==> config.mk <==
export PLATFORM = sky130hd
export DESIGN_NAME = sm_rom_loader
export DESIGN_NICKNAME = d
export VERILOG_FILES = /design/src/rtl/sm_rom_loader.sv
export SDC_FILE = /design/constraint.sdc
export NUM_CORES = 1
export LEC_CHECK = 0
export ABC_AREA = 1
export BUFFER_PORTS_ARGS = -buffer_cell sky130_fd_sc_hd__buf_2
export CAP_MARGIN = 10
export CORE_MARGIN = 2
export CORE_UTILIZATION = 25
export CTS_CLUSTER_DIAMETER = 60
export DETAILED_ROUTE_END_ITERATION = 10
export GPL_TIMING_DRIVEN = 0
export PLACE_DENSITY = 0.38
export SLEW_MARGIN = 15
export SYNTH_ARGS = -nofsm -noshare
export SYNTH_HDL_FRONTEND = slang
export SYNTH_SLANG_ARGS = --single-unit
export TNS_END_PERCENT = 10
==> constraint.sdc <==
create_clock -name clk -period 6.95 [get_ports clk]
set_input_delay 0.3475 -clock clk [delete_from_list [all_inputs] [get_ports clk]]
set_output_delay 0.3475 -clock clk [all_outputs]
set_load 0.005 [all_outputs]
==> src/rtl/sm_rom_loader.sv <==
// sm_rom_loader: parses host load frames and writes 32-bit instruction words into a node memory.
// Latency: a word write strobes one cycle after its 4th byte is accepted; load_done follows the DONE cycle.
// Backpressure: in_ready is high every cycle except the single DONE cycle; one byte per cycle otherwise.
// Optional feature macro: LOADER_CHECKSUM_EN (adds a trailing XOR checksum byte and the CSUM state).
module sm_rom_loader #(
  parameter int SIZE   = 128,
  parameter int ADDR_W = 7,
  parameter int NODES  = 16
) (
  input  logic              clk,
  input  logic              rst,
  input  logic [7:0]        in_data,
  input  logic              in_valid,
  output logic              in_ready,
  output logic              mem_we,
  output logic [3:0]        mem_node,
  output logic [ADDR_W-1:0] mem_addr,
  output logic [31:0]       mem_wdata,
  output logic              cores_hold,
  output logic              load_done,
  output logic              load_err
);

  localparam logic [7:0]  HDR_BYTE = 8'hA5;
  // Widened limits so the comparisons stay width-matched.
  localparam logic [8:0]  NODES_L  = 9'(NODES);
  localparam logic [16:0] SIZE_L   = 17'(SIZE);

  typedef enum logic [2:0] {
    IDLE,
    NODE,
    CNT_LO,
    CNT_HI,
    DATA,
`ifdef LOADER_CHECKSUM_EN
    CSUM,
`endif
    DONE
  } state_t;

  // State entered once the payload (possibly empty) has been consumed.
`ifdef LOADER_CHECKSUM_EN
  localparam state_t PAYLOAD_END = CSUM;
`else
  localparam state_t PAYLOAD_END = DONE;
`endif

  state_t              state;
  logic [7:0]          cnt_lo;     // low byte of the word count, held until CNT_HI
  logic [15:0]         word_tgt;   // word count of the frame being loaded
  logic [15:0]         word_cnt;   // words written so far in this frame
  logic [1:0]          byte_cnt;   // byte position inside the current word
  logic [23:0]         wbuf;       // first three bytes of the current word, oldest in [7:0]
  logic [ADDR_W-1:0]   waddr;      // address the next completed word goes to
`ifdef LOADER_CHECKSUM_EN
  logic [7:0]          csum;       // running XOR of the payload bytes
`endif

  logic                accept;
  logic [16:0]         cnt_field;

  // A byte is taken whenever the source offers one and we are not in DONE.
  assign in_ready  = !rst && (state != DONE);
  assign accept    = in_valid && in_ready;
  assign cnt_field = {1'b0, in_data, cnt_lo};

  // Frame parser: one FSM register block driving all registered outputs.
  always_ff @(posedge clk or posedge rst) begin
    if (rst) begin
      state      <= IDLE;
      cnt_lo     <= 8'd0;
      word_tgt   <= 16'd0;
      word_cnt   <= 16'd0;
      byte_cnt   <= 2'd0;
      wbuf       <= 24'd0;
      waddr      <= '0;
`ifdef LOADER_CHECKSUM_EN
      csum       <= 8'd0;
`endif
      mem_we     <= 1'b0;
      mem_node   <= 4'd0;
      mem_addr   <= '0;
      mem_wdata  <= 32'd0;
      cores_hold <= 1'b0;
      load_done  <= 1'b0;
      load_err   <= 1'b0;
    end else begin
      // Strobes default low; they are raised for exactly one cycle below.
      mem_we    <= 1'b0;
      load_done <= 1'b0;

      if (state == DONE) begin
        // DONE consumes no byte; release the cores and report success.
        load_done  <= 1'b1;
        cores_hold <= 1'b0;
        state      <= IDLE;
      end else if (accept) begin
        case (state)
          IDLE: begin
            // Anything other than the header is line noise and is dropped.
            if (in_data == HDR_BYTE) begin
              state <= NODE;
            end
          end

          NODE: begin
            if ({1'b0, in_data} >= NODES_L) begin
              // Bad node: flag it but leave cores_hold as it was.
              load_err <= 1'b1;
              state    <= IDLE;
            end else begin
              mem_node   <= in_data[3:0];
              cores_hold <= 1'b1;
              load_err   <= 1'b0;
              state      <= CNT_LO;
            end
          end

          CNT_LO: begin
            cnt_lo <= in_data;
            state  <= CNT_HI;
          end

          CNT_HI: begin
            word_tgt <= {in_data, cnt_lo};
            word_cnt <= 16'd0;
            byte_cnt <= 2'd0;
            waddr    <= '0;
`ifdef LOADER_CHECKSUM_EN
            csum     <= 8'd0;
`endif
            if (cnt_field > SIZE_L) begin
              // Oversized load would overrun the node memory; refuse it whole.
              load_err <= 1'b1;
              state    <= IDLE;
            end else if (cnt_field == 17'd0) begin
              state <= PAYLOAD_END;
            end else begin
              state <= DATA;
            end
          end

          DATA: begin
            byte_cnt <= byte_cnt + 2'd1;
            wbuf     <= {in_data, wbuf[23:8]};
`ifdef LOADER_CHECKSUM_EN
            csum     <= csum ^ in_data;
`endif
            if (byte_cnt == 2'd3) begin
              // Fourth byte completes a little-endian word: write it out.
              mem_we    <= 1'b1;
              mem_addr  <= waddr;
              mem_wdata <= {in_data, wbuf};
              waddr     <= waddr + ADDR_W'(1);
              word_cnt  <= word_cnt + 16'd1;
              if (word_cnt + 16'd1 == word_tgt) begin
                state <= PAYLOAD_END;
              end
            end
          end

`ifdef LOADER_CHECKSUM_EN
          CSUM: begin
            if (in_data == csum) begin
              state <= DONE;
            end else begin
              // Words already written stay; cores remain held until a clean load.
              load_err <= 1'b1;
              state    <= IDLE;
            end
          end
`endif

          default: state <= IDLE;
        endcase
      end
    end
  end

endmodule

==> results.yml, run 1 <==
power:
  p_leak_uw: 0.003406
  p_clk_share_pct: 32.9
  netSwitchingPower_uw: 917.6
  ir_worst_vdd_uv: 129.8
  p_int_uw: 1705
  comb_power_share_pct: 25.5
  seq_power_share_pct: 41.6
  power.density_nw_per_um2: 384.3
  sw_frac_of_total_pct: 34.98
timing:
  finalCriticalPeriod_ns: 2.271
  slew-limit-headroom_pct: 52.27
  setup_tns_ns: 0
  rsz0062_at_grt: "no"
  hold_viol: 0
  drv_slew: 0
  fin_worst_skew_ns: 0.009008
  fmax_mhz: 440.3
  setup_viol: 0
  max_slew.worst_pin.slew_ns: 0.7159
  min_period_over_period_pct: 32.68
layout:
  fill_cells: 2335
  multi_input_area_um2: 2078
  regArea_um2: 3078
  drive_above_1_share_pct: 18.57
  final_common_cell: "nand2_1"
  final-instance-count-excl-fill: 1034
  fin_nets: 755
  diodes: 0
  area_growth_syn_to_layout_pct: 22.39
  layout_common_cells: "192 x nand2_1, 123 x dfrtp_1, 74 x inv_1, 70 x buf_2"
grt:
  grt_pass1_wl_um: 25910
  grt_max_degree: 78
  grt_pass1_vias: 4762
  grt.overflow.total: 0
  antenna_found_initial: 0
  grt_usage_pct: 14.15
outcome:
  status: "complete, no violations"
logic_synthesis:
  ys_warn_count: 0
  synth_top_area_cell: "dfrtp_1"
  syn_area_um2: 5577
  syn_nets: 677
  ys_types: 32
  ys_top_cells_by_area: "dfrtp_1 55%, nand2_1 13%, inv_1 5.0%"
  avgSynthCellArea_um2: 8.411
  ys_seq_area_share_pct: 55.19
  netlist_instances: 663
  synth_ff_type: "dfrtp_1"
  synth_top_area_share_pct: 55.19
  synth_edf_count: 0
  ys_async_sr_fraction_pct: 100.0
  yosys_register_bits: 123
clocking:
  clock_sinks: 123
  cts_tree: "built"
  clock_path_buffers: 2
  clk_pin_slew_ns: 0.06
  cts_root_buffer: "clkbuf_16"
  clk_latency_ns: 0.42
  cts_htree_levels: 4
  numCtsBuffers: 17
  ctsResizeCount: 0
  ctsHoldBuffers: 0
  postCtsSetupBuffers: 0
routing:
  drcViolationCount: 0
  routedWlPerCell_um: 15.24
  vias: 4591
  via_per_inst: 4.440
  detail-route-antenna-nets: 0
  dr.pass1.iters: 4
  wl_um: 15760
  drt-initial-drc-count: 178
setup_path:
  worstSetupPathType: "reg2reg"
  worstPathRequired_ns: 7.26
  reg2reg_depth: 16
  rrSetupSlack_ns: 4.68
  r2r_start: "word_cnt[0]"
  cp.arrival_ns: 2.58
  critPathCaptureType: "flip-flop"
  start_kind: "flip-flop"
  r2r_end: "state[1]"
  worst-path-max-fanout: 9
die:
  die_x_um: 153.4
  io_pins: 59
  row_count: 54
  core_um2: 21890
  start_util_pct: 25.47
  die-height_um: 153.4
  die_area_um2: 23520
placement:
  dp_cells: 1002
  gp_congestion: 0.7454
  port_buffers: 58
  place.detailed.hpwl_um: 11310
hold_path:
  min_path_type: "in2async"
run:
  max_cap_viol_count: 0
[sequential cells by signal, summed over array words and instances, names as in the netlist, 2 cells and up]
name	flops
byte_cnt	2
state	3
cnt_lo	8
wbuf	24
word_cnt	16
mem_node	4
mem_wdata	32
waddr	7
mem_addr	7
word_tgt	16
[metrics by stage]
stage	hold slack [ns]	instance area (µm²)	utilization [%]	setup WS, ns	total power (µW)
after floorplan	0.4392	5577	-	2.759	1508
after global placement	0.4522	6217	28.40	0.8990	1770
after detailed placement	0.4583	6250	28.55	4.326	1782
after CTS	0.08105	6825	31.18	4.657	2665
after global routing	0.09790	6825	31.18	4.336	2829
final	0.05868	6825	31.18	4.679	2623
[cells in the mapped netlist, types with 2 or more instances]
library cell / count
nor2_4: 6
nor2_1: 29
ha_1: 3
nor2_2: 4
o21ai_0: 54
clkbuf_1: 7
buf_2: 12
nand3_1: 54
inv_1: 75
o21bai_1: 2
dfrtp_1: 123
o21ai_1: 33
nand2_2: 10
mux2_2: 3
xor2_1: 2
nor4_1: 3
nand4_1: 11
nor3_1: 6
o22ai_1: 6
a21oi_1: 9
inv_2: 9
nand2_1: 192
[worst max path at each step]
stage,startpoint,endpoint,slack (ns),cells past startpoint
2_1_floorplan,rst,waddr[4],2.76,10
3_3_place_gp,rst,word_cnt[7],0.90,11
3_5_place_dp,rst,word_tgt[13],4.33,8
4_1_cts,word_cnt[0],state[1],4.66,16
5_1_grt,word_cnt[0],state[0],4.34,16
6_report,word_cnt[0],state[1],4.68,16
[metal layers]
metal	vias up	wire [µm]	GRT usage (%)
li1	2303	-	-
met1	2198	7884	19.33
met2	76	7096	22.26
met3	14	627	3.828
met4	0	147	3.713
met5	-	0	0
[critical path: stages, from the launching register on]
cell,delay (ns)
dfrtp_1,0.48
ha_1,0.29
nand2_1,0.15
nor2_4,0.23
nand3_1,0.11
nand2_1,0.09
nand2_1,0.07
nand2_1,0.06
nand2_1,0.04
nor2_1,0.11
nand2_1,0.08
nor2_2,0.08
nand2_1,0.10
nand2_2,0.10
nand2_2,0.05
nand2_1,0.07
nand2_1,0.05
[cells by family (layout without fill, tap and decap cells)]
group / Yosys count / in the layout / share of synthesized area, %
flip-flops: 123 / 123 / 55.19
multiplexers: 3 / 3 / 0.6057
XOR/XNOR: 3 / 3 / 0.7180
buffers and inverters: 105 / 196 / 7.539
AND/OR/NAND/NOR: 317 / 317 / 24.93
adder cells (fa/ha/maj): 3 / 3 / 0.6732
AO/OA/AOI/OAI: 109 / 109 / 10.34
[power by group through the flow]
stage | Sequential, µW | Combinational (µW) | Clock (µW)
finish | 1090 | 668 | 863
global route | 1130 | 781 | 919
CTS | 1090 | 683 | 888
detailed placement | 1100 | 679 | 0
global placement | 1100 | 668 | 0
floorplan | 1080 | 427 | 0
[final cells by class]
| type | instances | area share, % |
|---|---|---|
| Timing Repair Buffer | 59 | 4.656 |
| Inverter | 84 | 4.693 |
| Clock buffer | 18 | 6.434 |
| Sequential cell | 123 | 45.10 |
| Multi-Input combinational cell | 435 | 30.45 |
| Tap cell | 280 | 5.133 |
| Buffer | 21 | 1.540 |
| Clock inverter | 14 | 1.998 |
Power figures use the tool's default switching activity.
==> inputs of run 2 (changes only) <==
--- a/config.mk
+++ b/config.mk
@@ -5,7 +5,7 @@
 export SDC_FILE = /design/constraint.sdc
 export NUM_CORES = 1
 export LEC_CHECK = 0
-export ABC_AREA = 1
+export ABC_AREA = 0
 export BUFFER_PORTS_ARGS = -buffer_cell sky130_fd_sc_hd__buf_2
 export CAP_MARGIN = 10
 export CORE_MARGIN = 2
==> constraint.sdc (replaced) <==
create_clock -name clk -period 2.34 [get_ports clk]
set_input_delay 0.117 -clock clk [delete_from_list [all_inputs] [get_ports clk]]
set_output_delay 0.117 -clock clk [all_outputs]
set_load 0.005 [all_outputs]
==> run 2 against run 1 <==
Register-to-register slack got worse by 4.5 ns. Wire length is 5.6% lower. Area after synthesis down 0.83%. Power is 85% higher. Final area is 1.7% higher. Clock power grew to 3.0 times the previous value. Synthesized cell count decreased by 16%. Fmax up 2.9%. Global-route usage fell by 0.74 points. First-iteration DRC count decreased by 16%. Die area down 0.81%. Largest cell class unchanged.
==> results.yml, run 2 <==
logic_synthesis:
  ys_seq_area_share_pct: 55.66
  synth_edf_count: 0
  ys_warn_count: 0
  netlist_instances: 560
  yosys.cell_count.top_type: "nand2_1"
  ys_types: 50
  synth_top_area_share_pct: 55.66
  syn_nets: 574
  ys_top_cells_by_area: "dfrtp_1 56%, nand2_1 13%, mux2_2 7.3%"
  synth_ff_type: "dfrtp_1"
  yosys_register_bits: 123
  yosys-top-cells-count: "193 x nand2_1, 123 x dfrtp_1, 36 x mux2_2"
  ys_async_sr_fraction_pct: 100.0
  synth_top_area_cell: "dfrtp_1"
  syn_area_um2: 5530
  avgSynthCellArea_um2: 9.876
power:
  ir_worst_vdd_uv: 524.4
  power.total_uw: 4840
  power.density_nw_per_um2: 697.5
  p_leak_uw: 0.003558
placement:
  place.detailed.hpwl_um: 10730
  port_buffers: 58
  dp_cells: 902
  gp_congestion: 0.7930
setup_path:
  worstSetupPathType: "reg2reg"
  worst-path-max-fanout: 6
  endpoint: "state[0]"
  start_kind: "flip-flop"
  r2r_end: "state[0]"
  rrSetupSlack_ns: 0.13
  reg2reg_depth: 8
  r2r_start: "word_cnt[0]"
  cp.arrival_ns: 2.49
  worstPathRequired_ns: 2.62
  critPathCaptureType: "flip-flop"
  timing.critical_path.from: "word_cnt[0]"
clocking:
  clock_path_buffers: 2
  cts_htree_levels: 4
  clock_sinks: 123
  clk_latency_ns: 0.41
  cts_root_buffer: "clkbuf_16"
  clk_pin_slew_ns: 0.06
  numCtsBuffers: 17
  cts_tree: "built"
routing:
  drt-initial-drc-count: 149
  dr.pass1.iters: 4
  via_per_inst: 4.444
  vias: 4164
  routedWlPerCell_um: 15.87
  drcViolationCount: 0
  detail-route-antenna-nets: 0
  wl_um: 14870
die:
  die-height_um: 152.7
  row_count: 54
  die_x_um: 152.7
  die_area_um2: 23330
  io_pins: 59
  core_um2: 21760
  start_util_pct: 25.42
layout:
  area_growth_syn_to_layout_pct: 25.48
  fin_nets: 659
  final-instance-count-excl-fill: 937
  diodes: 0
  top_regs: "mem_wdata: 32 flops, wbuf: 24 flops"
  largest_reg_flops: 32
  fill_cells: 2331
  final_common_cell: "nand2_1"
  layout_common_cells: "192 x nand2_1, 122 x dfrtp_1, 66 x buf_2, 36 x mux2_2, 34 x o21ai_0"
  top_register: "mem_wdata"
  drive_above_1_share_pct: 24.66
timing:
  min_period_over_period_pct: 94.32
  slew-limit-headroom_pct: 58.08
  fmax_mhz: 453.1
  max_slew.worst_pin.slew_ns: 0.6288
  setup_viol: 0
  drv_slew: 0
  hold_viol: 0
  fin_worst_skew_ns: 0.009627
  finalCriticalPeriod_ns: 2.207
  rsz0062_at_grt: "yes"
grt:
  grt_max_degree: 36
  grt_pass1_vias: 4300
  antenna_found_initial: 0
  grt_use_met2_pct: 21.44
  grtUsageMet1_pct: 18.15
  grt_pass1_wl_um: 24600
  grt_usage_pct: 13.41
  grtUsageMet3_pct: 2.901
  grt.overflow.total: 0
  grt.busiest_layer: "met2"
outcome:
  status: "complete, no violations"
hold_path:
  min_path_type: "in2reg"
run:
  max_cap_viol_count: 0
[run 2: cell types whose count changed in the layout (fill, tap and decap cells not counted), moves of 9 or more]
cell / before / now
nand2_2: 10 / 1
clkbuf_1: 7 / 18
o21ai_1: 33 / 0
nand3_1: 54 / 12
mux2_2: 3 / 36
o21ai_0: 54 / 34
inv_1: 74 / 3
xnor2_1: 0 / 19
[run 2: how the worst min path moves through the flow]
stage / from / end / cells after the start
floorplan: in_data[0] / mem_wdata[24] / 2
global placement: in_data[1] / mem_wdata[25] / 3
detailed placement: rst / cores_hold / 2
CTS: in_data[2] / word_tgt[10] / 3
global route: in_data[0] / mem_wdata[24] / 3
finish: in_data[3] / mem_wdata[27] / 3
[run 2: layout make-up]
type	count	area (µm²)	share of cell area, %
multi-input cells	402	2362	34.04
flip-flops and latches	123	3079	44.37
inverters	5	22.52	0.3246
plain buffers	30	136.4	1.965
well taps	280	350.3	5.049
repair buffers	66	407.9	5.878
clock inverters	7	88.84	1.280
clock buffers	24	491.7	7.086
[run 2: power by group]
group | switching (µW) | total (µW) | leakage, µW | internal (µW)
registers | 4.02 | 2140 | 0.00172 | 2130
logic | 84.7 | 123 | 0.00155 | 38.2
clock network | 911 | 2580 | 0.000290 | 1670
total | 1000 | 4840 | 0.00356 | 3840
[run 2: critical path, cell delays in order, from the launching register on]
cell and delay [ns]:
dfrtp_2 0.44, ha_4 0.19, nand3_2 0.17, or4_1 0.53, buf_2 0.17, xnor2_1 0.14
nor3b_1 0.07, o22ai_1 0.28, o21ai_2 0.08
[run 2: through the flow]
stage | worst slack, ns | hold slack (ns) | setup TNS (ns) | util, % | area (µm²)
after floorplan | -0.1142 | 0.2224 | -0.2131 | - | 5534
after global placement | -1.291 | 0.4309 | -42.04 | 28.38 | 6175
after detailed placement | -0.2613 | 0.1555 | -6.435 | 28.75 | 6255
after CTS | -0.03530 | 0.007919 | -0.1571 | 31.68 | 6892
after global routing | -0.02083 | 0.01918 | -0.06274 | 31.90 | 6939
final | 0.1330 | 0.02070 | 0 | 31.90 | 6939
[run 2: routing by layer]
metal  share of wire, %  up-vias
met2                 47       51
met3                2.8       17
met4                1.4        0
met5                  0        -
li1                   -     2055
met1                 48     2041
[run 2: timing repair]
item,in CTS,in global routing
pin swaps,0,1
setup endpoints to repair,49,52
hold buffers,3,0
gates cloned,0,0
hold endpoints to repair,32,0
buffers inserted,0,1
gates resized for setup,7,10
[run 2: cells by family after synthesis]
group                      Yosys count  share of synthesized area, %
xor gates and xnor gates            26                         4.118
buffers and inverters               35                         2.692
AOI/OAI and AO/OA                   61                         6.810
adders and majority gates            3                        0.6788
and+or+nand+nor                    276                         22.71
DFF                                123                         55.66
muxes                               36                         7.330
==> inputs of run 3 (changes only) <==
--- a/config.mk
+++ b/config.mk
@@ -5,7 +5,7 @@
 export SDC_FILE = /design/constraint.sdc
 export NUM_CORES = 1
 export LEC_CHECK = 0
-export ABC_AREA = 0
+export ABC_AREA = 1
 export BUFFER_PORTS_ARGS = -buffer_cell sky130_fd_sc_hd__buf_2
 export CAP_MARGIN = 10
 export CORE_MARGIN = 2
==> run 3 against run 2 <==
Fmax up 1.9%. Worst hold slack better by 0.0018 ns. Combinational power rose to 17 times the previous value. Final area up 1.9%. Sequential power up 52%. Clock power up 11%. Critical path type unchanged. Largest power group is now registers.
==> results.yml, run 3 (synthesis results as in run 1) <==
power:
  power.density_nw_per_um2: 1157
  p_int_uw: 5428
  p_clk_share_pct: 35.0
  seq_power_share_pct: 39.8
  netSwitchingPower_uw: 2750
  p_leak_uw: 0.003514
  sw_frac_of_total_pct: 33.63
  ir_worst_vdd_uv: 500.4
  comb_power_share_pct: 25.2
clocking:
  numCtsBuffers: 17
  clk_pin_slew_ns: 0.06
  clk_latency_ns: 0.42
  cts_tree: "built"
  clock_path_buffers: 2
  cts_htree_levels: 4
  clock_sinks: 123
  cts_root_buffer: "clkbuf_16"
timing:
  fin_worst_skew_ns: 0.009603
  hold_viol: 0
  finalCriticalPeriod_ns: 2.165
  slew-limit-headroom_pct: 67.27
  drv_slew: 0
  max_slew.worst_pin.slew_ns: 0.4864
  rsz0062_at_grt: "no"
  setup_slack_ns: 0.1745
  fmax_mhz: 461.8
  setup_viol: 0
  min_period_over_period_pct: 92.54
routing:
  detail-route-antenna-nets: 0
  wl_um: 16120
  drcViolationCount: 0
  vias: 4687
  via_per_inst: 4.485
  dr.pass1.iters: 6
  routedWlPerCell_um: 15.43
  drt-initial-drc-count: 203
setup_path:
  worst-path-max-fanout: 7
  reg2reg_depth: 15
  r2r_end: "state[1]"
  cp.arrival_ns: 2.47
  rrSetupSlack_ns: 0.17
  r2r_start: "word_cnt[1]"
  worstPathRequired_ns: 2.64
  timing.critical_path.from: "word_cnt[1]"
  worstSetupPathType: "reg2reg"
  endpoint: "state[1]"
  start_kind: "flip-flop"
  critPathCaptureType: "flip-flop"
layout:
  top_regs: "mem_wdata: 32 flops, wbuf: 24 flops"
  drive_above_1_share_pct: 19.74
  layout_common_cells: "192 x nand2_1, 121 x dfrtp_1, 74 x inv_1, 62 x buf_2"
  area_growth_syn_to_layout_pct: 26.77
  diodes: 0
  top_register: "mem_wdata"
  final-instance-count-excl-fill: 1045
  largest_reg_flops: 32
  final_common_cell: "nand2_1"
  fin_nets: 766
hold_path:
  min_path_type: "in2reg"
grt:
  grt_pass1_wl_um: 26450
  grt.overflow.total: 0
  antenna_found_initial: 0
  grt_pass1_vias: 4906
  grt_max_degree: 30
  grt_usage_pct: 14.39
die:
  die_x_um: 153.4
  core_um2: 21890
  start_util_pct: 25.47
  row_count: 54
  die_area_um2: 23520
  die-height_um: 153.4
  io_pins: 59
placement:
  dp_cells: 1005
  port_buffers: 58
  place.detailed.hpwl_um: 11890
  dp_slack_ns: -0.1566
  gp_congestion: 0.8928
outcome:
  status: "complete, no violations"
run:
  max_cap_viol_count: 0
==> run 3: power by group through the flow <==
stage          logic, µW  registers [µW]  clock network, µW
2_1_floorplan       1280            3210                  0
3_3_place_gp        1990            3270                  0
3_5_place_dp        2050            3280                  0
4_1_cts             2070            3250               2920
5_1_grt             2390            3360               3040
6_report            2060            3250               2860
==> run 3: metal layers <==
metal  global-route usage [%]  wire length [µm]  vias to the layer above
met5                        0                 0                        -
met4                    4.675               285                        0
met3                    2.835               436                       22
met2                    23.79              7700                       75
met1                    18.99              7698                     2266
li1                         -                 -                     2324
==> run 3: worst max-delay path, cell delays in order, from the launching register on <==
cell and delay [ns]:
dfrtp_2 0.42, ha_4 0.17, nand2_1 0.12, nor2_4 0.22
buf_4 0.15, nand3_1 0.06, nand3_1 0.13, nand2_1 0.06
nor2_1 0.13, nand3_1 0.12, nor2_1 0.10, nand2_1 0.10
nand2_2 0.10, nand2_2 0.06, nand2_1 0.07, nand2_1 0.05
==> run 3: timing repair <==
| item | 4_1_cts | 5_1_grt |
|---|---|---|
| endpoints found under the setup margin | 0 | 2 |
| gates resized for setup | 0 | 4 |
| hold endpoints to repair | 24 | 0 |
| hold buffers | 4 | 0 |
| buffers inserted | 0 | 4 |
==> run 3: final cells by class <==
class | count | area (µm²)
Sequential cell | 123 | 3080
Tap cell | 280 | 350.3
Clock inverter | 15 | 212.7
Timing Repair Buffer | 70 | 457.9
Inverter | 84 | 319.1
Clock buffer | 17 | 425.4
Multi-Input combinational cell | 435 | 2091
Buffer | 21 | 132.6
Fill cell | 2332 | 14820
==> run 3: worst min path at each step <==
stage / start / to / slack [ns] / depth (start not counted)
2_1_floorplan: in_data[4] / mem_wdata[28] / 0.23 / 2
3_3_place_gp: in_data[3] / wbuf[19] / 0.41 / 3
3_5_place_dp: rst / mem_wdata[24] / 0.26 / 2
4_1_cts: in_data[6] / mem_wdata[30] / 0.004 / 3
5_1_grt: in_data[6] / mem_wdata[30] / 0.01 / 3
6_report: in_data[6] / mem_wdata[30] / 0.02 / 3
==> run 3: stage by stage <==
| step | total power, µW | util [%] | cell area [µm²] | setup TNS (ns) | hold slack [ns] |
|---|---|---|---|---|---|
| 2_1_floorplan | 4493 | - | 5608 | -67.10 | 0.2266 |
| 6_report | 8178 | 32.29 | 7069 | 0 | 0.02248 |
| 5_1_grt | 8785 | 32.29 | 7069 | 0 | 0.01385 |
| 4_1_cts | 8239 | 32.09 | 7024 | 0 | 0.004039 |
| 3_5_place_dp | 5334 | 28.94 | 6336 | -5.358 | 0.2628 |
| 3_3_place_gp | 5262 | 28.54 | 6248 | -258.04 | 0.4136 |
